==> src/rtl/amiga_dtack_gen.sv <==
// 68000 bus-cycle sequencer: ROM wait states, chip-bus XRDY handshake, registered _DTACK/_ROMOE.
// Define AMIGA_DTACK_BERR_EN to add a tick-counted bus-error timeout on _BERR.
module amiga_dtack_gen #(
    parameter int ROM_WAIT = 2,
    parameter int TO_WIDTH = 8,
    parameter int TIMEOUT  = 200
) (
    input  logic CLK,
    input  logic _RESET,
    input  logic _AS,
    input  logic _OVR,
    input  logic _ROME,
    input  logic _DAE,
    input  logic XRDY,
    input  logic _C1,
    input  logic _C3,
    output logic _DTACK,
    output logic _ROMOE,
    output logic _BERR
);

    if (ROM_WAIT < 0 || ROM_WAIT > 15) begin : g_bad_rom_wait
        $error("ROM_WAIT must be 0..15");
    end
    if (TIMEOUT < 1 || TIMEOUT >= (1 << TO_WIDTH)) begin : g_bad_timeout
        $error("TIMEOUT must fit in TO_WIDTH bits");
    end

    typedef enum logic [2:0] {
        ST_IDLE,
        ST_ROM,
        ST_CHIP,
        ST_ACK
`ifdef AMIGA_DTACK_BERR_EN
        , ST_BERR
`endif
    } state_e;

    state_e     state_q;
    logic [3:0] wcnt_q;
    logic       dtack_q, romoe_q;
    logic       as_q, ovr_q, rome_q, dae_q, xrdy_q, c1_q, c3_q, ph_prev_q;
    logic       ph, tick, abort;

    // All decisions use one-CLK-registered copies of the asynchronous bus inputs.
    always_ff @(posedge CLK or negedge _RESET) begin
        if (!_RESET) begin
            as_q      <= 1'b1;
            ovr_q     <= 1'b1;
            rome_q    <= 1'b1;
            dae_q     <= 1'b1;
            xrdy_q    <= 1'b0;
            c1_q      <= 1'b0;
            c3_q      <= 1'b1;
            ph_prev_q <= 1'b0;
        end else begin
            as_q      <= _AS;
            ovr_q     <= _OVR;
            rome_q    <= _ROME;
            dae_q     <= _DAE;
            xrdy_q    <= XRDY;
            c1_q      <= _C1;
            c3_q      <= _C3;
            ph_prev_q <= ph;
        end
    end

    assign ph    = c1_q & ~c3_q;
    assign tick  = ph & ~ph_prev_q;
    assign abort = as_q | ~ovr_q;

`ifdef AMIGA_DTACK_BERR_EN
    logic [TO_WIDTH-1:0] to_cnt_q;
    logic [TO_WIDTH:0]   to_inc;
    logic                to_hit;
    logic                berr_q;

    assign to_inc = {1'b0, to_cnt_q} + (TO_WIDTH+1)'(1);
    assign to_hit = tick & (to_inc >= (TO_WIDTH+1)'(TIMEOUT));
    assign _BERR  = berr_q;
`else
    assign _BERR  = 1'b1;
`endif

    always_ff @(posedge CLK or negedge _RESET) begin
        if (!_RESET) begin
            state_q  <= ST_IDLE;
            wcnt_q   <= 4'd0;
            dtack_q  <= 1'b1;
            romoe_q  <= 1'b1;
`ifdef AMIGA_DTACK_BERR_EN
            to_cnt_q <= '0;
            berr_q   <= 1'b1;
`endif
        end else begin
`ifdef AMIGA_DTACK_BERR_EN
            // Saturating tick count while waiting; cleared on cycle entry below.
            if ((state_q == ST_ROM || state_q == ST_CHIP) && tick && (to_cnt_q != '1))
                to_cnt_q <= to_cnt_q + TO_WIDTH'(1);
`endif
            case (state_q)
                ST_IDLE: begin
                    dtack_q <= 1'b1;
                    romoe_q <= 1'b1;
`ifdef AMIGA_DTACK_BERR_EN
                    berr_q  <= 1'b1;
`endif
                    if (!as_q && ovr_q) begin
                        if (!rome_q) begin
                            state_q <= ST_ROM;
                            wcnt_q  <= 4'(ROM_WAIT);
                            romoe_q <= 1'b0;
`ifdef AMIGA_DTACK_BERR_EN
                            to_cnt_q <= '0;
`endif
                        end else if (!dae_q) begin
                            state_q <= ST_CHIP;
`ifdef AMIGA_DTACK_BERR_EN
                            to_cnt_q <= '0;
`endif
                        end
                    end
                end
                ST_ROM: begin
                    if (abort) begin
                        state_q <= ST_IDLE;
                        romoe_q <= 1'b1;
                    end else if (tick) begin
                        if (wcnt_q == 4'd0) begin
                            state_q <= ST_ACK;
                            dtack_q <= 1'b0;
                        end
`ifdef AMIGA_DTACK_BERR_EN
                        else if (to_hit) begin
                            state_q <= ST_BERR;
                            romoe_q <= 1'b1;
                            berr_q  <= 1'b0;
                        end
`endif
                        else begin
                            wcnt_q <= wcnt_q - 4'd1;
                        end
                    end
                end
                ST_CHIP: begin
                    if (abort) begin
                        state_q <= ST_IDLE;
                    end else if (tick && xrdy_q && !dae_q) begin
                        state_q <= ST_ACK;
                        dtack_q <= 1'b0;
                    end
`ifdef AMIGA_DTACK_BERR_EN
                    else if (to_hit) begin
                        state_q <= ST_BERR;
                        berr_q  <= 1'b0;
                    end
`endif
                end
                ST_ACK: begin
                    if (abort) begin
                        state_q <= ST_IDLE;
                        dtack_q <= 1'b1;
                        romoe_q <= 1'b1;
                    end
                end
`ifdef AMIGA_DTACK_BERR_EN
                ST_BERR: begin
                    if (as_q) begin
                        state_q <= ST_IDLE;
                        berr_q  <= 1'b1;
                    end
                end
`endif
                default: begin
                    state_q <= ST_IDLE;
                    dtack_q <= 1'b1;
                    romoe_q <= 1'b1;
                end
            endcase
        end
    end

    assign _DTACK = dtack_q;
    assign _ROMOE = romoe_q;

endmodule

==> config.mk <==
export PLATFORM = sky130hd
export DESIGN_NAME = amiga_dtack_gen
export DESIGN_NICKNAME = d
export VERILOG_FILES = /design/src/rtl/amiga_dtack_gen.sv
export SDC_FILE = /design/constraint.sdc
export NUM_CORES = 1
export LEC_CHECK = 0
export CAP_MARGIN = 5
export CORE_MARGIN = 2
export CORE_UTILIZATION = 45
export CTS_CLUSTER_DIAMETER = 40
export CTS_CLUSTER_SIZE = 12
export DETAILED_ROUTE_END_ITERATION = 6
export GPL_ROUTABILITY_DRIVEN = 0
export HOLD_SLACK_MARGIN = 0.08
export PLACE_DENSITY = 0.76
export SETUP_SLACK_MARGIN = 0.4
export SYNTH_ARGS = -nofsm -noshare
export SYNTH_HDL_FRONTEND = slang
export SYNTH_SLANG_ARGS = --single-unit
==> constraint.sdc <==
create_clock -name CLK -period 3.67 [get_ports CLK]
set_input_delay 0.734 -clock CLK [delete_from_list [all_inputs] [get_ports CLK]]
set_output_delay 0.734 -clock CLK [all_outputs]
set_load 0.02 [all_outputs]
# == Word level (Yosys, flattened, before mapping) ==
# Cells that the tools add are included.
# classes
add_sub_neg,1
n_bitwise,7
n_mux,26
n_reduce_logical,13
n_eq_ne,17
# ops
operator,n
$mux 3,9
$mux 4,5
$ne 2x2->1 const B,9
$reduce_and 6->1,3
$ne 3x3->1 const B,4
$pmux 3 s4,1
$mux 1,8
$pmux 4 s2,1
$eq 3x2->1 const B,2
$pmux 1 s3,2
$logic_not 4->1,1
$not 1->1,4
$sub 4x1->4 const B,1
$eq 3x1->1 const B,1
$logic_and 1x1->1,3
$logic_not 3->1,1
$and 1x1->1,2
$logic_not 1->1,2
$ne 2x1->1 const B,1
$reduce_and 2->1,1
$reduce_bool 2->1,1
$reduce_or 2->1,1
$or 1x1->1,1
# totals
register_bits,17
in_bits,9
wordCells,76
out_inout_bits,3

# == Longest topological paths before layout ==
# logic_depth
word_depth,8
depth_mapped,7
depth_no_buf,7

# == Least setup slack after synthesis ==
# No wires, ideal clock.
# synth_path
kind,register to register
start,reg c3_q
end,reg state_q[0]
t_arrival_ns,1.634
setup_ns,0.125
t_required_ns,3.545
path_stages_with_launch,6
path_buffers,0
synth_period_minus_slack_ns,1.758
path_slack_ns,1.912
cell_sequence,dfstp_2 -> or3b_4 -> o41ai_4 -> a21oi_1 -> a221oi_2 -> mux2_2
# synth_between
elab_chain_len,7
word_cells_on_any_way,8
classes_between,2 x eq/ne; 3 x bitwise; 3 x reduce/logical
# synth_lines
element,line_no,rtl
"start, declared",42,"logic as_q, ovr_q, rome_q, dae_q, xrdy_q, c1_q, c3_q, ph_prev_q;"
"start signal, assigned",54,c3_q <= 1'b1;
"start signal, assigned",63,c3_q <= _C3;
$not 1->1 *,68,assign ph = c1_q & ~c3_q;
$and 1x1->1 *,68,
$and 1x1->1 *,69,assign tick = ph & ~ph_prev_q;
$logic_and 1x1->1 (2 in series),148,end else if (tick && xrdy_q && !dae_q) begin
$ne 3x3->1 (no line),n/a,
$reduce_and 6->1 (no line) *,n/a,
"end signal, assigned",147,state_q <= ST_IDLE;
"end signal, assigned",149,state_q <= ST_ACK;
"end signal, assigned",161,state_q <= ST_IDLE;
"end, declared",39,state_e state_q;
# Every way passes the cells marked *; elsewhere a longest branch is shown, timed or not.
# A chain may end at the register's enable or synchronous reset.

# == Final worst setup path ==
# layout_path
start,reg romoe_q (netlist: _ROMOE)
end,out _ROMOE
# layout_rtl
element,line_no,rtl
"start, declared",41,"logic dtack_q, romoe_q;"
"start signal, assigned",90,romoe_q <= 1'b1;
"start signal, assigned",104,romoe_q <= 1'b1;
"start signal, assigned",112,romoe_q <= 1'b0;
"end, declared",18,"output logic _ROMOE,"
# No word-level cell between the ends.

==> results.yml <==
route:
  first_pass_iters: 4
  wirelength_mm: 1.36
  wire_per_inst_um: 11.8
  drc: 0
  num_vias: 587
  drtAntennaViolNets: 0
  drt_iter0_drc: 3
  drt-vias-per-instance: 5.10
sta:
  max_slew_margin: 0.550
  tns_ns: 0
  fmax_ghz: 0.460
  final.min_clock_period_ns: 2.17
  clock_skew_ns: 0.00570
  setup_viol: 0
  hold_violations: 0
  rsz0062_at_grt: "false"
  drv_slew: 0
  finalCritPeriodShare: 0.592
  worst_pin_slew_ns: 0.673
status:
  status: "completed"
cells_and_area:
  final_common_cell: "clkdlybuf4s50_1"
  nNetsFinal: 107
  drive_gt1_frac: 0.178
  layout_common_cells: "clkdlybuf4s50_1, dfrtp_1, inv_1, ha_1, dfstp_2"
  areaGrowthSynthToFinish_pct: 19.1
  post-route-cell-area_sq_um: 1000
  n_antenna_cell: 0
cts:
  clk_latency_ns: 0.28
  postCtsSetupRepairBufs: 0
  numCtsBuffers: 3
  hold_buffers: 0
  clkSinkCount: 16
  cts_tree: "yes"
  clock_path_buffers: 2
  ctsResizeCount: 0
  clk_pin_slew_ns: 0.10
  htree_num_levels: 1
  cts-root-buf: "clkbuf_4"
critical_path:
  cp_slowest_stage_delay_ns: 0.60
  crit_path_top_delay_cell: "clkdlybuf4s50_1"
  regToRegSetupSlack_ns: 1.78
  crit_chain: "clkdlybuf4s50_1"
  worst-path-buf-inv: 1
  critical_path_cell_count: 1
  endpoint_kind: "primary output"
  cp.arrival_ns: 1.44
  critical_path_class: "reg2out"
  worst_setup_path_start_kind: "flip-flop"
  crit_fanout: 3
  required_ns: 2.94
  r2r_cells: 7
  cp_top_family: "buffers and inverters"
grt:
  grt_pass1_vias: 556
  grt-ovfl-total: 0
  grt_usage: 0.151
  grt_pass1_wl_mm: 2.35
  antenna_found_initial: 0
  grt_max_degree: 17
floorplan:
  die_height_um: 47.2
  io_pins: 12
  fp-row-count: 15
  coreArea_sq_um: 1750
  fp.dieArea_sq_um: 2230
  start_util: 0.481
  die_x_um: 47.2
yosys:
  synth_area_sq_um: 840
  synth_warnings: 0
  avgSynthCellArea_sq_um: 10.9
  syn_inst: 77
  postSynthNetCount: 93
  synth_cell_types: 25
  yosysTopAreaCell: "dfrtp_1"
  synth_edf_count: 0
  synth_top_area_frac: 0.268
  synthFlopType: "dfrtp_1"
  async_flop_share: 1.00
  yosys-top-cells-area: "dfrtp_1, dfstp_2, ha_1"
  ys_seq_elements: 16
  yosysSeqAreaShare: 0.487
power:
  ir_drop_uv: 327
  p_leak_nw: 0.442
  cellPowerDensity_nw_per_um2: 665
place:
  dp_hpwl_mm: 1.04
  dpl_cell_area_sq_um: 963
  numPortBuffers: 10
worst_hold_path:
  hold_path_depth: 2
  hold_path.class: "reg2reg"
flow_run:
  drv_cap: 0
## per-layer routing
layer  GRT usage  part of all wire  up-vias  wire length [um]
met5           0                 0        -                 0
met4      0.0500            0.0088        0                12
met3      0.0346             0.043        2                58
met2       0.241              0.50       13               687
li1            -                 -      291                 -
met1       0.201              0.44      281               604
## synthesized netlist by cell type, types with 2 or more instances
cell type,count
a21oi_1,6
dfrtp_1,9
dfstp_2,7
ha_1,7
inv_1,7
mux2_2,2
nand2_1,4
nand2b_1,3
nand3_1,4
nor2_1,4
nor3_1,4
nor3b_1,2
o21ai_0,5
xor2_1,2
## state kept, by name (all words and copies together), names as in the netlist
name and count:
dae_q 1, wcnt_q 4, state_q 2, ovr_q 1, rome_q 1, xrdy_q 1
_ROMOE 1, ph_prev_q 1, c1_q 1, as_q 1, c3_q 1, _DTACK 1
## path summary, 6_finish.rpt
check,endpoint,from
hold reg to reg,_DTACK$_DFFE_PN1P_,_DTACK$_DFFE_PN1P_
hold / removal,_DTACK$_DFFE_PN1P_,_DTACK$_DFFE_PN1P_
setup / recovery,_ROMOE,_ROMOE$_DFFE_PN1P_
setup reg to reg,state_q[1]$_DFFE_PN0P_,wcnt_q[0]$_DFFE_PN0P_
max in group asynchronous,wcnt_q[1]$_DFFE_PN0P_,_RESET
min in group asynchronous,state_q[1]$_DFFE_PN0P_,_RESET
## final cells by class
class                      instances  area [sq um]
clock buffer                       4          36.3
fill                             171           746
inverter                           7          26.3
multi-input combinational         53           397
sequential                        16           409
tap                               25          31.3
timing repair buffer              10           100
## power breakdown
part | switching [mW] | internal (mW) | total (mW)
logic | 0.143 | 0.128 | 0.271
registers | 0.0488 | 0.227 | 0.276
clock network | 0.0572 | 0.0603 | 0.118
total | 0.249 | 0.416 | 0.664
## kinds of logic after synthesis
family / after synthesis / share of synthesized area
buf+inv: 8 / 0.0402
compound gates: 16 / 0.151
xor+xnor: 2 / 0.0209
other cells: 1 / 0.00447
simple gates: 24 / 0.153
mux: 3 / 0.0387
fa+ha+maj: 7 / 0.104
flops: 16 / 0.487
## metrics by stage
stage	hold WS, ns	util	setup WS [ns]	cells	power (mW)
global placement	0.455	0.552	1.82	111	0.538
detailed placement	0.463	0.552	1.80	111	0.550
finish	0.473	0.573	1.50	115	0.664
floorplan	0.438	-	1.91	77	0.477
global route	0.495	0.573	1.46	115	0.722
CTS	0.479	0.573	1.49	115	0.669
(Power assumes the default switching activity.)
